[src/rtl/conv_window_scheduler_pkg.sv]
// Shared types for the 1-D convolution window scheduler: FSM states, default widths
// and the latched run configuration.
package conv_sched_pkg;

  localparam int DAW_D = 4;
  localparam int FAW_D = 6;
  localparam int SW_D  = 4;

  typedef enum logic [1:0] {
    IDLE,
    CHECK,
    RUN,
    DONE
  } sched_state_t;

  typedef struct packed {
    logic [SW_D-1:0]  stride;
    logic [SW_D-1:0]  fsize;
    logic [DAW_D:0]   rowlen;
    logic [SW_D-1:0]  nfilt;
  } sched_cfg_t;

endpackage

[src/rtl/conv_window_scheduler_if.sv]
// Step bus from the scheduler to the PE datapath: scratchpad addresses plus boundary
// flags, qualified by a valid/ready handshake.
interface conv_window_scheduler_if
  import conv_sched_pkg::*;
#(
  parameter int DAW = DAW_D,
  parameter int FAW = FAW_D
);

  logic           step_valid;
  logic           step_ready;
  logic [DAW-1:0] data_addr;
  logic [FAW-1:0] filt_addr;
  logic           last_tap;
  logic           end_of_row;
  logic           end_of_filt;

  modport master (
    output step_valid,
    output data_addr,
    output filt_addr,
    output last_tap,
    output end_of_row,
    output end_of_filt,
    input  step_ready
  );

  modport slave (
    input  step_valid,
    input  data_addr,
    input  filt_addr,
    input  last_tap,
    input  end_of_row,
    input  end_of_filt,
    output step_ready
  );

endinterface

[src/rtl/conv_window_scheduler_tap_counter.sv]
// Loadable up-counter that wraps to zero after reaching a run-time terminal value;
// tc flags the terminal count so the caller can chain the next level.
module sched_tap_counter #(
  parameter int W = 4
) (
  input  logic         clk,
  input  logic         rst,
  input  logic         load,
  input  logic         en,
  input  logic [W-1:0] term,
  output logic [W-1:0] cnt,
  output logic         tc
);

  assign tc = (cnt == term);

  always_ff @(posedge clk or posedge rst) begin
    if (rst) begin
      cnt <= '0;
    end else if (load) begin
      cnt <= '0;
    end else if (en) begin
      cnt <= tc ? '0 : cnt + W'(1);
    end
  end

endmodule

[src/rtl/conv_window_scheduler.sv]
// Sequences tap/window/filter steps of a 1-D convolution over one row.
// Build option PERF_CNT_EN adds a saturating stall-cycle counter on stall_cnt.
module conv_window_scheduler
  import conv_sched_pkg::*;
#(
  parameter int DAW = DAW_D,
  parameter int FAW = FAW_D,
  parameter int SW  = SW_D
) (
  input  logic                  clk,
  input  logic                  rst,
  input  logic                  start,
  input  logic [SW-1:0]         cfg_stride,
  input  logic [SW-1:0]         cfg_fsize,
  input  logic [DAW:0]          cfg_rowlen,
  input  logic [SW-1:0]         cfg_nfilt,
  conv_window_scheduler_if.master step,
  output logic                  busy,
  output logic                  done,
  output logic                  cfg_err,
  output logic [15:0]           stall_cnt
);

  // Wide enough for window_base + stride + fsize without overflow.
  localparam int NW = DAW + SW + 2;

  sched_state_t   state;
  sched_cfg_t     cfg_q;
  logic           sv_q;
  logic           busy_q;
  logic           done_q;
  logic           err_q;
  logic [DAW-1:0] w;
  logic [FAW-1:0] fb;
  logic [SW-1:0]  k;
  logic [SW-1:0]  f;
  logic           k_tc;
  logic           f_tc;
  logic           launch;
  logic           accept;
  logic           last_win;
  logic           f_en;
  logic           eof_step;
  logic [NW-1:0]  win_next;
  logic [FAW-1:0] fb_next;
  logic [DAW-1:0] data_sum;
  logic [FAW-1:0] filt_sum;

  function automatic logic cfg_legal(input sched_cfg_t c);
    logic [31:0] fs;
    logic [31:0] st;
    logic [31:0] rl;
    logic [31:0] nf;
    fs = 32'(c.fsize);
    st = 32'(c.stride);
    rl = 32'(c.rowlen);
    nf = 32'(c.nfilt);
    return (fs != 0) && (st != 0) && (nf != 0) && (fs <= rl) &&
           (rl <= (32'd1 << DAW)) && ((nf * fs) <= (32'd1 << FAW));
  endfunction

  assign launch   = (state == IDLE) && start;
  assign accept   = sv_q && step.step_ready;
  assign win_next = NW'(w) + NW'(cfg_q.stride);
  assign last_win = (win_next + NW'(cfg_q.fsize)) > NW'(cfg_q.rowlen);
  assign fb_next  = fb + FAW'(cfg_q.fsize);
  assign data_sum = w + DAW'(k);
  assign filt_sum = fb + FAW'(k);
  assign f_en     = accept && k_tc && last_win;
  assign eof_step = k_tc && last_win && f_tc;

  always_ff @(posedge clk) begin
    if (launch) begin
      cfg_q <= '{stride: cfg_stride, fsize: cfg_fsize, rowlen: cfg_rowlen, nfilt: cfg_nfilt};
    end
  end

  sched_tap_counter #(.W(SW)) u_tap_cnt (
    .clk  (clk),
    .rst  (rst),
    .load (launch),
    .en   (accept),
    .term (SW'(cfg_q.fsize - SW_D'(1))),
    .cnt  (k),
    .tc   (k_tc)
  );

  sched_tap_counter #(.W(SW)) u_filt_cnt (
    .clk  (clk),
    .rst  (rst),
    .load (launch),
    .en   (f_en),
    .term (SW'(cfg_q.nfilt - SW_D'(1))),
    .cnt  (f),
    .tc   (f_tc)
  );

  // Window base and filter base advance only when a window's last tap is consumed.
  always_ff @(posedge clk or posedge rst) begin
    if (rst) begin
      w  <= '0;
      fb <= '0;
    end else if (launch) begin
      w  <= '0;
      fb <= '0;
    end else if (accept && k_tc) begin
      if (!last_win) begin
        w <= win_next[DAW-1:0];
      end else begin
        w  <= '0;
        fb <= fb_next;
      end
    end
  end

  always_ff @(posedge clk or posedge rst) begin
    if (rst) begin
      state  <= IDLE;
      sv_q   <= 1'b0;
      busy_q <= 1'b0;
      done_q <= 1'b0;
      err_q  <= 1'b0;
    end else begin
      done_q <= 1'b0;
      err_q  <= 1'b0;
      case (state)
        IDLE: begin
          if (start) begin
            state  <= CHECK;
            busy_q <= 1'b1;
          end
        end
        CHECK: begin
          if (cfg_legal(cfg_q)) begin
            state <= RUN;
            sv_q  <= 1'b1;
          end else begin
            state  <= IDLE;
            busy_q <= 1'b0;
            err_q  <= 1'b1;
          end
        end
        RUN: begin
          if (accept && eof_step) begin
            state  <= DONE;
            sv_q   <= 1'b0;
            done_q <= 1'b1;
          end
        end
        DONE: begin
          state  <= IDLE;
          busy_q <= 1'b0;
        end
        default: state <= IDLE;
      endcase
    end
  end

  assign step.step_valid  = sv_q;
  assign step.data_addr   = sv_q ? data_sum : '0;
  assign step.filt_addr   = sv_q ? filt_sum : '0;
  assign step.last_tap    = sv_q && k_tc;
  assign step.end_of_row  = sv_q && k_tc && last_win;
  assign step.end_of_filt = sv_q && eof_step;
  assign busy             = busy_q;
  assign done             = done_q;
  assign cfg_err          = err_q;

`ifdef PERF_CNT_EN
  function automatic logic [15:0] sat_inc(input logic [15:0] v);
    return (v == 16'hFFFF) ? v : v + 16'd1;
  endfunction

  logic [15:0] stall_q;

  always_ff @(posedge clk or posedge rst) begin
    if (rst) begin
      stall_q <= '0;
    end else if (launch) begin
      stall_q <= '0;
    end else if ((state == RUN) && sv_q && !step.step_ready) begin
      stall_q <= sat_inc(stall_q);
    end
  end

  assign stall_cnt = stall_q;
`else
  assign stall_cnt = 16'h0;
`endif

endmodule
[src/flat_wrapper.sv]
// flat-port wrapper written by rule: the top's interface ports become plain ports
module conv_window_scheduler_flat import conv_sched_pkg::*;
#(
  parameter int DAW = DAW_D,
  parameter int FAW = FAW_D,
  parameter int SW  = SW_D
)
  (clk, rst, start, cfg_stride, cfg_fsize, cfg_rowlen, cfg_nfilt, busy, done, cfg_err, stall_cnt, step_step_valid, step_data_addr, step_filt_addr, step_last_tap, step_end_of_row, step_end_of_filt, step_step_ready);
  conv_window_scheduler_if #(.DAW(DAW), .FAW(FAW)) step_i ();
  input  logic clk;
  input  logic rst;
  input  logic start;
  input  logic [SW-1:0] cfg_stride;
  input  logic [SW-1:0] cfg_fsize;
  input  logic [DAW:0] cfg_rowlen;
  input  logic [SW-1:0] cfg_nfilt;
  output logic busy;
  output logic done;
  output logic cfg_err;
  output logic [15:0] stall_cnt;
  output wire logic [$bits(step_i.step_valid)-1:0] step_step_valid;
  output wire logic [$bits(step_i.data_addr)-1:0] step_data_addr;
  output wire logic [$bits(step_i.filt_addr)-1:0] step_filt_addr;
  output wire logic [$bits(step_i.last_tap)-1:0] step_last_tap;
  output wire logic [$bits(step_i.end_of_row)-1:0] step_end_of_row;
  output wire logic [$bits(step_i.end_of_filt)-1:0] step_end_of_filt;
  input wire logic [$bits(step_i.step_ready)-1:0] step_step_ready;
  assign step_step_valid = step_i.step_valid;
  assign step_data_addr = step_i.data_addr;
  assign step_filt_addr = step_i.filt_addr;
  assign step_last_tap = step_i.last_tap;
  assign step_end_of_row = step_i.end_of_row;
  assign step_end_of_filt = step_i.end_of_filt;
  assign step_i.step_ready = step_step_ready;
  conv_window_scheduler #(.DAW(DAW), .FAW(FAW), .SW(SW)) u_core (.clk(clk), .rst(rst), .start(start), .cfg_stride(cfg_stride), .cfg_fsize(cfg_fsize), .cfg_rowlen(cfg_rowlen), .cfg_nfilt(cfg_nfilt), .step(step_i), .busy(busy), .done(done), .cfg_err(cfg_err), .stall_cnt(stall_cnt));
endmodule
[config.mk]
export PLATFORM = sky130hd
export DESIGN_NAME = conv_window_scheduler_flat
export DESIGN_NICKNAME = d
export VERILOG_FILES = /design/src/rtl/conv_window_scheduler_pkg.sv /design/src/rtl/conv_window_scheduler_if.sv /design/src/rtl/conv_window_scheduler_tap_counter.sv /design/src/rtl/conv_window_scheduler.sv /design/src/flat_wrapper.sv
export SDC_FILE = /design/constraint.sdc
export NUM_CORES = 1
export LEC_CHECK = 0
export ABC_AREA = 1
export BUFFER_PORTS_ARGS = -buffer_cell sky130_fd_sc_hd__buf_2
export CORE_MARGIN = 5
export CORE_UTILIZATION = 53
export DETAILED_ROUTE_END_ITERATION = 8
export PLACE_DENSITY = 0.9
export SYNTH_ARGS = -nofsm -noshare
export SYNTH_HDL_FRONTEND = slang
export SYNTH_SLANG_ARGS = --single-unit
[constraint.sdc]
create_clock -name clk -period 3.73 [get_ports clk]
set_clock_uncertainty 0.2 [all_clocks]
set_input_delay 1.119 -clock clk [delete_from_list [all_inputs] [get_ports clk]]
set_output_delay 1.119 -clock clk [all_outputs]
set_load 0.02 [all_outputs]
# == Word-level counts from Yosys, hierarchy flattened ==
# Index checks and enable logic that the tools add are counted.
# classes
addsub,9
n_mul,1
magnitude_cmp,4
eq_ne,9
mux,28
n_reduce_logical,29
# op_table
op,count
$mux 4,10
$mux 6,4
$logic_and 1x1->1,15
$add 6x4->6,2
$reduce_bool 4->1,3
$add 10x4->10,1
$gt 10x5->1,1
$reduce_bool 2->1,5
$add 4x1->4 const B,2
$eq 4x4->1,2
$le 8x7->1 const B,1
$mul 4x4->8,1
$mux 1,8
$pmux 2 s4,1
$sub 4x1->4 const B,2
$mux 2,3
$reduce_and 3->1,2
$add 4x4->5,1
$le 4x5->1,1
$le 5x5->1 const B,1
$add 4x4->4,1
$eq 2x2->1 const B,2
$ne 2x1->1 const B,2
$ne 2x2->1 const B,2
other kinds (6),7
# word_totals
reg_bits,41
inputBits,21
out_inout_bits,33
elab_cells,93

# == Depth between registers and ports, before layout ==
# Gate-level depths: netlist of run 1.
# depth
word_depth,8
depth_mapped,23
depth_no_buf,23

# == By module ==
# From an unflattened synthesis of run 1, not the netlist that was laid out.
# hier_totals
cells_unflattened,476
area_unflattened_um2,3618.5
# modules_own_cells
module,n_inst,cells_each,area_per_inst_um2,seq_area_each_um2
conv_window_scheduler,1,378,3015.4,910.9
sched_tap_counter,2,49,301.5,100.1

# == Least setup slack after synthesis of run 1 ==
# No wires, ideal clock.
# synth_path
kind,register to output
from,register u_core.w[0]
to,output step_end_of_filt
arrival_ns,3.104
t_required_ns,2.411
slack_ns,-0.693
path_stages_with_launch,21
n_path_buf,0
cell_sequence,dfrtp_1 -> ha_1 -> inv_1 -> fa_1 -> xnor2_1 -> ha_1 -> nand3_1 -> nand3_1 -> xor2_1 -> inv_1 -> ha_1 -> nand2_1 -> inv_1 -> nand2_1 -> nand2_1 -> nand2_1 -> nand2_1 -> nand2_1 -> nand2_1 -> nand3_1 -> nor3_1
# synth_between
elab_chain_len,6
# synth_lines
element,line,text
start: declaration,conv_window_scheduler.sv:33,logic [DAW-1:0] w;
start signal: assignment,conv_window_scheduler.sv:108,w <= win_next[DAW-1:0];
$add 4x4->5,conv_window_scheduler.sv:64,assign win_next = NW'(w) + NW'(cfg_q.stride);
$add 10x4->10,conv_window_scheduler.sv:65,assign last_win = (win_next + NW'(cfg_q.fsize)) > NW'(cfg_q.rowlen);
$gt 10x5->1,conv_window_scheduler.sv:65,
$logic_and 1x1->1 (2 in series),conv_window_scheduler.sv:70,assign eof_step = k_tc && last_win && f_tc;
$logic_and 1x1->1,conv_window_scheduler.sv:164,assign step.end_of_filt = sv_q && eof_step;
end: declaration,flat_wrapper.sv:26,output wire logic [$bits(step_i.end_of_filt)-1:0] step_end_of_filt;
# No other way between the ends.

# == Final worst setup path of run 1 ==
# layout_path
from,register u_core.cfg_q[13] (netlist bit)
to,output step_end_of_filt
# layout_between
elab_chain_len,6
# layout_lines
element,line,text
start: declaration,conv_window_scheduler.sv:28,sched_cfg_t cfg_q;
start signal: assignment,conv_window_scheduler.sv:74,"cfg_q <= '{stride: cfg_stride, fsize: cfg_fsize, rowlen: cfg_rowlen, nfilt: cfg_nfilt};"
$add 4x4->5,conv_window_scheduler.sv:64,
$add 10x4->10,conv_window_scheduler.sv:65,
$gt 10x5->1,conv_window_scheduler.sv:65,
$logic_and 1x1->1 (2 in series),conv_window_scheduler.sv:70,
$logic_and 1x1->1,conv_window_scheduler.sv:164,
# No other way between the ends.

==> results of run 1 <==
[metal layers]
metal  routed length (microns)  track usage  share of wire  up-vias
li1                          -            -              -     1528
met1                      3610        0.268           0.42     1461
met2                      4190        0.380           0.49      106
met3                       572       0.0309          0.067       13
met4                       157       0.0458          0.018        0
met5                         0            0              0        -
[logic make-up (layout without fill, tap and decap cells)]
family	after synthesis	after routing	synth area share
buffers and inverters	99	146	0.121
and+or+nand+nor	178	178	0.223
DFF	41	41	0.308
other	1	16	0.00104
adders and majority gates	59	59	0.223
AOI/OAI and AO/OA	46	46	0.0707
xor gates and xnor gates	22	22	0.0534
[sequential cells by signal, summed over array words and instances (netlist names), named ones only]
signal	flops
u_core.w	4
u_core.u_filt_cnt.cnt	4
u_core.fb	6
u_core.cfg_q	17
u_core.step.step_valid	1
u_core.cfg_err	1
u_core.busy	1
u_core.state	1
u_core.done	1
u_core.u_tap_cnt.cnt	4
[layout by cell type, fill, tap and decap left out, types with 2 or more instances in the layout]
| cell | instances |
|---|---|
| nand2_1 | 93 |
| inv_1 | 73 |
| ha_1 | 45 |
| buf_2 | 35 |
| nand3_1 | 30 |
| dfrtp_1 | 24 |
| nor2_1 | 23 |
| buf_4 | 22 |
| o21ai_0 | 18 |
| edfxtp_1 | 17 |
| a21oi_1 | 16 |
| conb_1 | 16 |
| xor2_1 | 12 |
| nand4_1 | 9 |
| xnor2_1 | 8 |
| fa_1 | 8 |
| nand2_2 | 5 |
| clkbuf_8 | 5 |
| inv_2 | 4 |
| ha_4 | 4 |
| nand2_4 | 3 |
| o22ai_1 | 3 |
| buf_6 | 3 |
| nand3_2 | 2 |
| a31oi_1 | 2 |
| o31ai_1 | 2 |
| o21a_1 | 2 |
| nand3b_1 | 2 |
| nor2_2 | 2 |
| nor3_1 | 2 |
| bufinv_16 | 2 |
[synth_stat cells (3+ instances only)]
| library cell | n |
|---|---|
| nand2_1 | 97 |
| inv_1 | 76 |
| ha_1 | 50 |
| nand3_1 | 33 |
| dfrtp_1 | 24 |
| nor2_1 | 24 |
| o21ai_0 | 18 |
| edfxtp_1 | 17 |
| a21oi_1 | 16 |
| buf_4 | 16 |
| xor2_1 | 13 |
| fa_1 | 9 |
| nand4_1 | 9 |
| xnor2_1 | 9 |
| buf_2 | 3 |
| nand2_4 | 3 |
| nor3_1 | 3 |
| o22ai_1 | 3 |
[power breakdown]
group,switching [uW],internal [uW]
logic,1470,1050
clock network,178,270
registers,149,611
[worst paths after layout]
check	end	slack, ps	cells past startpoint
setup reg to reg	u_core.step.step_valid$_DFFE_PP0P_	180	24
hold reg to reg	u_core.busy$_DFFE_PP0P_	310	2
hold / removal	u_core.busy$_DFFE_PP0P_	310	2
max in group asynchronous	u_core.w[2]$_DFFE_PP0P_	1920	2
min in group asynchronous	u_core.fb[1]$_DFFE_PP0P_	810	2
setup / recovery	step_end_of_filt	-950	21
[worst reg2reg max path, cell delays in order, from the launching register on]
cell and delay [ps]:
edfxtp_1 370, ha_2 190, inv_2 40, fa_2 380
xnor2_4 200, ha_4 240, nand2_1 90, nand3_2 110
xor2_1 170, inv_1 90, ha_4 280, nand2_2 50
inv_2 60, nand2_2 50, nand2_1 50, nand2_1 50
nand2_1 70, nand2_2 60, nand2_2 100, buf_4 170
nand2_4 100, nor2_1 120, nand3_1 90, nand2_1 70
nand2_1 60
[per-stage QoR]
step | utilization | setup slack (ps) | total power, uW | instances
detailed placement | 0.591 | -640 | 2940 | 574
global placement | 0.591 | -475 | 2810 | 574
global route | 0.635 | -1130 | 4060 | 588
finish | 0.635 | -945 | 3730 | 588
floorplan | - | -415 | 2300 | 461
CTS | 0.627 | -869 | 3590 | 586
[area by class of cell]
type / instances / area, sq um
clock buffers: 5 / 68.8
clock inverters: 3 / 68.8
fillers: 520 / 2450
inverters: 78 / 295
multi-input cells: 321 / 2250
flip-flops and latches: 41 / 1110
well taps: 80 / 100
repair buffers: 60 / 374
[what timing repair did]
item | in CTS | in global routing
resized for setup | 14 | 6
setup buffers | 4 | 3
endpoints found under the setup margin | 2 | 10
pin swaps | 13 | 12
==> flow_summary.yaml, run 1 <==
floorplanning:
  die_width_microns: 92.5
  fp.dieArea_sq_um: 8560
  top_level_ports: 54
  chip_height_microns: 92.5
  rows: 30
  design.core.area_sq_um: 6720
  initial_standard_cell_utilization_of_the_core: 0.537
global_routing:
  global_route.usage.total: 0.211
  first_global_vias: 3174
  grt_max_degree: 25
  grt_pass1_wl_microns: 14600
  antenna_found_initial: 0
  grt_overflow_total: 0
worst_setup_path:
  worstPathRequired_ps: 2410
  crit-reg2reg-launch: "u_core.cfg_q[13]$_DFFE_PP_"
  cp_max_fo: 3
  worst_path_dominant_cell_family: "adder cells"
  crit_path_max_incr_delay_ps: 380
  crit_startpoint: "u_core.cfg_q[13]$_DFFE_PP_"
  crit_path_top_delay_cell: "fa_2"
  worstPathArrival_ps: 3360
  crit_chain: "ha_2 > inv_2 > fa_2 > xnor2_4 > ha_4 > nand2_1 > nand3_2 > xor2_1 > inv_1 > ha_4 > nand2_2 > inv_2 > nand2_2 > nand2_1 > nand2_1 > nand2_1 > nand2_2 > nand2_2 > nand3_4 > nor3_4 > buf_6"
  critical_path.endpoint_type: "primary output"
  worstSetupStartpointType: "flip-flop"
  critPathKind: "flip-flop to primary output"
  worstPathBufferInverterCount: 4
run_status:
  run_status: "finished with violations"
  violated_checks: "negative setup slack"
logic_synthesis:
  synth_top_cell_by_area: "ha_1"
  synthesis.yosys.warnings: 0
  syn_area_sq_um: 3610
  synth_edf_count: 17
  netlist_instances: 446
  syn-mean-instance-area_sq_um: 8.09
  yosys_most_used_dff: "dfrtp_1"
  async_flop_share: 0.585
  yosys.cell_types.count: 35
  most_area_consuming_cells_after_synthesis: "ha_1 (17%), dfrtp_1 (17%), edfxtp_1 (14%)"
  synth.top_cell.area_share: 0.173
  ys_ff_latch: 41
  synth_sequential_area_ratio: 0.308
timing:
  clock.fmax_mhz: 214
  final.min_clock_period_ps: 4680
  worst_slew_margin_rel: 0.358
  final.setup.tns_ps: -1820
  worst_slew_pin_slew_ps: 962
  layout_worst_path_cycle_share: 1.25
  timing.final.hold_violations: 0
  grt_setup_unrepaired: "yes"
  hold-worst-slack_ps: 312
  report.final.setup_viol: 2
  drv_slew: 0
  worst_slack_ps: -945
clocking:
  h-tree-depth: 2
  cts_sinks: 41
  cts_root_buffer: "clkbuf_8"
  clkSlewWorstSetupHoldPaths_ps: 80
  clk_latency_ps: 310
  hold_buffers: 0
  cts-root-to-sink-buffers: 2
  cts_made_buffers: 5
  tritoncts: "built"
pwr:
  static-leakage-power_uw: 0.00231
  irDropWorstVdd_uv: 518
  power_density_nw_per_um2: 873
placed_design:
  dp_hpwl_microns: 6520
  detailed_place.area_sq_um: 3970
  place.port_buffers: 37
  place.gp.congestion: 0.898
cells_and_area:
  final_nets: 587
  synth_to_layout_area_growth_pct: 18.2
  drive_above_1_share: 0.195
  post_route_cell_area_sq_um: 4270
  antennaDiodeCount: 0
routing:
  route.antenna.remaining_nets: 0
  route.detailed.vias_per_inst: 5.29
  drt_pre_antenna_iters: 4
  route.detailed.wl_per_inst_microns: 14.5
  post-route-drc-count: 0
  routed-via-count: 3108
  routed_wl_microns: 8530
  drtIter0Drc: 171
hold_path:
  hold_path.startpoint: "u_core.busy$_DFFE_PP0P_"
  hold_path.class: "flip-flop to flip-flop"
flow_run:
  cap_viol_max_count: 0
Note: power is estimated with default switching activity, not from simulation.
==> run 2: changes to the inputs <==
--- a/config.mk
+++ b/config.mk
@@ -7,10 +7,13 @@
 export LEC_CHECK = 0
 export ABC_AREA = 1
 export BUFFER_PORTS_ARGS = -buffer_cell sky130_fd_sc_hd__buf_2
+export CELL_PAD_IN_SITES_DETAIL_PLACEMENT = 0
+export CELL_PAD_IN_SITES_GLOBAL_PLACEMENT = 1
 export CORE_MARGIN = 5
-export CORE_UTILIZATION = 53
+export CORE_UTILIZATION = 39
 export DETAILED_ROUTE_END_ITERATION = 8
-export PLACE_DENSITY = 0.9
+export PLACE_DENSITY = 0.89
+export SETUP_SLACK_MARGIN = 0.15
 export SYNTH_ARGS = -nofsm -noshare
 export SYNTH_HDL_FRONTEND = slang
 export SYNTH_SLANG_ARGS = --single-unit
==> run 2 against run 1 <==
  * Register-to-register slack better by 70 ps
  * Sequential power is 1% lower
  * Non-clock buffer count grew 7
  * Final area grew 2.1%
  * Routed wire length decreased by 2.7%
  * Via count fell by 2.2%
  * Final cell count up 6.5%
  * The flow still finishes with violations (negative setup slack)
  * First-iteration DRC count down 20%
  * Clock power decreased by 19%
  * Combinational power is essentially flat
  * Sequential share of layout area shrank 0.55 points
==> flow_summary.yaml, run 2 (synthesis gave the netlist of run 1 again) <==
pwr:
  power_switching_share: 0.487
  p_total_uw: 3610
  seq_power_share: 0.207
  p_int_uw: 1850
  power_density_nw_per_um2: 830
  power.net_switching_uw: 1760
  static-leakage-power_uw: 0.00233
  irDropWorstVdd_uv: 569
  power.share.combinational: 0.692
  clock_network_fraction_of_total_power: 0.101
floorplanning:
  design.core.area_sq_um: 9150
  rows: 35
  die_width_microns: 106
  initial_standard_cell_utilization_of_the_core: 0.394
  chip_height_microns: 106
  fp.dieArea_sq_um: 11300
  top_level_ports: 54
cells_and_area:
  largest_reg_flops: 17
  largestRegisters: "u_core.cfg_q x17, u_core.fb x6"
  antennaDiodeCount: 0
  post-route-util: 0.476
  final_nets: 594
  synth_to_layout_area_growth_pct: 20.7
  most_frequent_standard_cell_in_the_layout_excluding_fill_and_tap_cells: "nand2_1"
  post_route_cell_area_sq_um: 4360
  top_library_cells_by_usage_in_the_layout_fill_and_taps_aside: "nand2_1 (87), inv_1 (72), ha_1 (43), buf_2 (35), nand3_1 (30)"
  fillCellCount: 852
  drive_above_1_share: 0.227
  final_cells: 626
  regMostFlops: "u_core.cfg_q"
global_routing:
  grt_pass1_wl_microns: 13800
  grt_overflow_total: 0
  grt_max_degree: 25
  antenna_found_initial: 0
  global_route.usage.total: 0.150
  first_global_vias: 3056
worst_setup_path:
  worst_r2r_path_depth: 16
  worst_path_dominant_cell_family: "adder cells"
  crit_path_max_incr_delay_ps: 550
  crit_path_top_delay_cell: "fa_2"
  worstPathRequired_ps: 2410
  crit_chain: "ha_2 > inv_2 > fa_2 > inv_4 > fa_1 > a31oi_1 > xnor2_1 > ha_1 > nand4_1 > nand2_2 > nand2_2 > nand3_4 > nor3_4 > buf_6"
  critPathKind: "flip-flop to primary output"
  timing.rr.end: "u_core.u_filt_cnt.cnt[0]$_DFFE_PP0P_"
  cpMostUsedCell: "nand2_2"
  worstSetupStartpointType: "flip-flop"
  worstPathArrival_ps: 3320
  cp_max_fo: 3
  reg2reg_setup_slack_ps: 250
  worst-path-stages: 14
  worstPathBufferInverterCount: 3
  crit-reg2reg-launch: "u_core.w[0]$_DFFE_PP0P_"
  critical_path.endpoint_type: "primary output"
timing:
  layout_worst_path_cycle_share: 1.24
  clock.fmax_mhz: 215
  report.final.setup_viol: 2
  grt_setup_unrepaired: "yes"
  timing.final.hold_violations: 0
  worst_slew_pin_slew_ps: 985
  worst_slack_ps: -911
  worst_slew_margin_rel: 0.343
  final.min_clock_period_ps: 4640
  drv_slew: 0
placed_design:
  detailed_place.area_sq_um: 4060
  place_inst: 611
  place.gp.congestion: 0.865
  place.port_buffers: 37
  dp_hpwl_microns: 6230
routing:
  route.detailed.wl_per_inst_microns: 13.3
  routed_wl_microns: 8300
  drtIter0Drc: 136
  drt_pre_antenna_iters: 4
  route.detailed.vias_per_inst: 4.85
  post-route-drc-count: 0
  route.antenna.remaining_nets: 0
  routed-via-count: 3039
clocking:
  cts_sinks: 41
  cts_root_buffer: "clkbuf_8"
  tritoncts: "built"
  cts-root-to-sink-buffers: 2
  h-tree-depth: 2
  clk_latency_ps: 300
  cts_made_buffers: 5
  clkSlewWorstSetupHoldPaths_ps: 90
  hold_buffers: 0
hold_path:
  hold-path-cell-count: 2
  hold_path.class: "flip-flop to flip-flop"
  hold_path_endpoint: "u_core.busy$_DFFE_PP0P_"
  hold_path.startpoint: "u_core.busy$_DFFE_PP0P_"
run_status:
  run_status: "finished with violations"
  violated_checks: "negative setup slack"
flow_run:
  cap_viol_max_count: 0
==> run 2: worst max path at each step <==
stage / from / end / slack [ps]
global placement: u_core.cfg_q[13]$_DFFE_PP_ / step_end_of_filt / -490
floorplan: u_core.w[0]$_DFFE_PP0P_ / step_end_of_filt / -410
detailed placement: u_core.w[0]$_DFFE_PP0P_ / step_end_of_filt / -580
global route: u_core.cfg_q[13]$_DFFE_PP_ / step_end_of_filt / -1080
finish: u_core.w[0]$_DFFE_PP0P_ / step_end_of_filt / -910
CTS: u_core.cfg_q[13]$_DFFE_PP_ / step_end_of_filt / -780
==> run 2: per-layer routing <==
metal,up-vias,GRT usage,wire [microns]
li1,1545,-,-
met1,1431,0.186,3790
met2,53,0.269,4150
met3,10,0.0176,238
met4,0,0.0490,124
met5,-,0,0
==> run 2: cell type report <==
type	count	area [sq um]	area share
clock buffer	7	108	0.0247
timing repair buffer	67	427	0.0979
tap	111	139	0.0319
multi-input combinational	321	2270	0.521
clock inverter	1	6.26	0.00144
sequential	41	1110	0.255
inverter	78	295	0.0678
==> run 2: power by group through the flow <==
stage / clock [uW] / combinational, uW / sequential (uW)
detailed placement: 0 / 2190 / 751
CTS: 371 / 2340 / 747
finish: 364 / 2500 / 749
global placement: 0 / 2130 / 748
floorplan: 0 / 1560 / 736
global route: 387 / 2840 / 766
==> run 2: through the flow <==
step	setup WS (ps)	hold WS, ps	setup TNS, ps
after floorplan	-415	285	-771
after detailed placement	-580	297	-1060
after global routing	-1080	346	-2090
after global placement	-494	281	-902
after CTS	-783	319	-1520
final	-911	309	-1750
==> run 2: timing repair <==
action,4_1_cts,5_1_grt
pin swaps,12,22
endpoints found under the setup margin,2,16
gates resized for setup,16,16
buffers inserted,2,6
==> run 2: tightest hold or removal path, delay by kind of cell (launching register included) <==
family / cells / cell delay [ps]
flip-flops: 1 / 350
AO/OA/AOI/OAI: 1 / 80
AND/OR/NAND/NOR: 1 / 60
==> run 3: changes to the inputs <==
==> constraint.sdc (replaced) <==
create_clock -name clk -period 3.73 [get_ports clk]
set_clock_uncertainty 0.2 [all_clocks]
set_input_delay 1.119 -clock clk [delete_from_list [all_inputs] [get_ports clk]]
set_output_delay 1.119 -clock clk [all_outputs]
set_load 0.1 [all_outputs]
==> run 3 against run 2 <==
  * The run still ends with negative setup slack left
  * Hold slack worse by 4.5 ps
  * Highest routed layer unchanged
  * Global-route usage is 0.84 points higher
  * Critical path depth grew 7
==> flow_summary.yaml, run 3 (synthesis gave the netlist of run 1 again) <==
run_status:
  run_status: "finished with violations"
  violated_checks: "negative setup slack"
floorplanning:
  initial_standard_cell_utilization_of_the_core: 0.394
  fp.dieArea_sq_um: 11300
  design.core.area_sq_um: 9150
  rows: 35
  die_width_microns: 106
  top_level_ports: 54
  chip_height_microns: 106
worst_setup_path:
  worstPathBufferInverterCount: 4
  cpMostUsedCell: "nand2_1"
  worstPathArrival_ps: 3550
  worstSetupStartpointType: "flip-flop"
  worst_path_dominant_cell_family: "adder cells"
  crit_chain: "ha_2 > inv_2 > fa_2 > xnor2_2 > ha_4 > nand2_4 > nand3_2 > xor2_1 > inv_1 > ha_4 > nand2_2 > inv_2 > nand2_1 > nand2_1 > nand2_1 > nand2_1 > nand2_2 > nand2_4 > nand3_4 > nor3_4 > buf_12"
  crit_path_max_incr_delay_ps: 390
  worstPathRequired_ps: 2410
  crit_path_top_delay_cell: "fa_2"
  critical_path.endpoint_type: "primary output"
  cp_max_fo: 3
  critPathKind: "flip-flop to primary output"
cells_and_area:
  largestRegisters: "u_core.cfg_q x17, u_core.fb x6"
  regMostFlops: "u_core.cfg_q"
  drive_above_1_share: 0.304
  top_library_cells_by_usage_in_the_layout_fill_and_taps_aside: "nand2_1 (91), inv_1 (71), ha_1 (43), buf_4 (42), buf_2 (31)"
  antennaDiodeCount: 0
  most_frequent_standard_cell_in_the_layout_excluding_fill_and_tap_cells: "nand2_1"
  largest_reg_flops: 17
  synth_to_layout_area_growth_pct: 32.8
  final_nets: 615
timing:
  hold-worst-slack_ps: 305
  worst_slew_pin_slew_ps: 971
  timing.final.hold_violations: 0
  worst_slew_margin_rel: 0.352
  report.final.setup_viol: 19
  grt_setup_unrepaired: "yes"
  final.min_clock_period_ps: 4870
  layout_worst_path_cycle_share: 1.30
  clock.fmax_mhz: 205
  worst_slack_ps: -1140
  drv_slew: 0
global_routing:
  global_route.usage.total: 0.158
  first_global_vias: 3114
  grt_overflow_total: 0
  grt_max_degree: 25
  antenna_found_initial: 0
  grt_pass1_wl_microns: 14500
clocking:
  cts_root_buffer: "clkbuf_8"
  cts_sinks: 41
  hold_buffers: 0
  cts_made_buffers: 5
  cts-root-to-sink-buffers: 2
  clkSlewWorstSetupHoldPaths_ps: 100
  clk_latency_ps: 300
  h-tree-depth: 2
  tritoncts: "built"
routing:
  routed-via-count: 3176
  route.detailed.wl_per_inst_microns: 14.2
  routed_wl_microns: 9170
  post-route-drc-count: 0
  drtIter0Drc: 143
  drt_pre_antenna_iters: 5
  route.detailed.vias_per_inst: 4.91
  route.antenna.remaining_nets: 0
placed_design:
  dp_hpwl_microns: 6310
  place.port_buffers: 37
  place.gp.congestion: 0.874
flow_run:
  cap_viol_max_count: 0
hold_path:
  hold_path.class: "flip-flop to flip-flop"
run 3: cell types whose count changed in the layout (fill, tap and decap cells not counted), moves of 5 or more:
cell     delta
nor2_1      -7
o21ai_0     -8
nand2_2     -6
buf_4      +13
nand3_1     -8
nand3_2     +5
buf_12      +5
o21ai_1     +6
a21oi_1     -6
a21oi_2     +6
run 3: stage by stage:
stage	setup TNS, ps	instance area, sq um	utilization	instances	worst slack, ps
3_3_place_gp	-1050	4130	0.451	611	-580
5_1_grt	-11500	4790	0.524	647	-1360
4_1_cts	-5680	4410	0.481	636	-997
6_report	-7410	4790	0.524	647	-1140
2_1_floorplan	-1610	3740	-	461	-962
3_5_place_dp	-1280	4130	0.451	611	-706
run 3: worst reg2reg max path, delay by kind of cell, from the launching register on:
kind	cells	cell delay, ps
flops	1	370
simple gates	9	590
compound gates	1	70
buf+inv	17	1900
fa+ha+maj	4	1130
xor+xnor	2	440
run 3: cell type report:
type	count	area, sq um
Fill cell	809	4360
Multi-Input combinational cell	323	2470
Sequential cell	41	1110
Timing Repair Buffer	86	661
Inverter	78	295
Tap cell	111	139
Clock buffer	6	93.8
Clock inverter	2	15.0
run 3: path summary, 6_finish.rpt:
path / start / end / slack, ps / cells past startpoint
worst max-delay path: u_core.cfg_q[13]$_DFFE_PP_ / step_end_of_filt / -1140 / 21
worst min-delay path: u_core.busy$_DFFE_PP0P_ / u_core.busy$_DFFE_PP0P_ / 300 / 2
worst max register to register: u_core.cfg_q[13]$_DFFE_PP_ / u_core.w[1]$_DFFE_PP0P_ / -1100 / 33
worst min register to register: u_core.busy$_DFFE_PP0P_ / u_core.busy$_DFFE_PP0P_ / 300 / 2
max in group asynchronous: rst / u_core.u_tap_cnt.cnt[2]$_DFFE_PP0P_ / 1860 / 2
min in group asynchronous: rst / u_core.step.step_valid$_DFFE_PP0P_ / 820 / 2
run 3: repair_timing:
item / in CTS / in global routing
cloned: 0 / 2
pin swaps: 5 / 21
gates resized for setup: 9 / 74
endpoints found under the setup margin: 5 / 24
setup buffers: 17 / 9
run 3: routing by layer:
metal	up-vias	track usage	part of all wire
met3	17	0.0255	0.044
met2	85	0.275	0.51
met4	0	0.0481	0.020
met5	-	0	0
li1	1595	-	-
met1	1479	0.201	0.43
Power of run 3 is not shown: default switching activity piles up to over one toggle a cycle in this logic, so the estimate is an artifact.
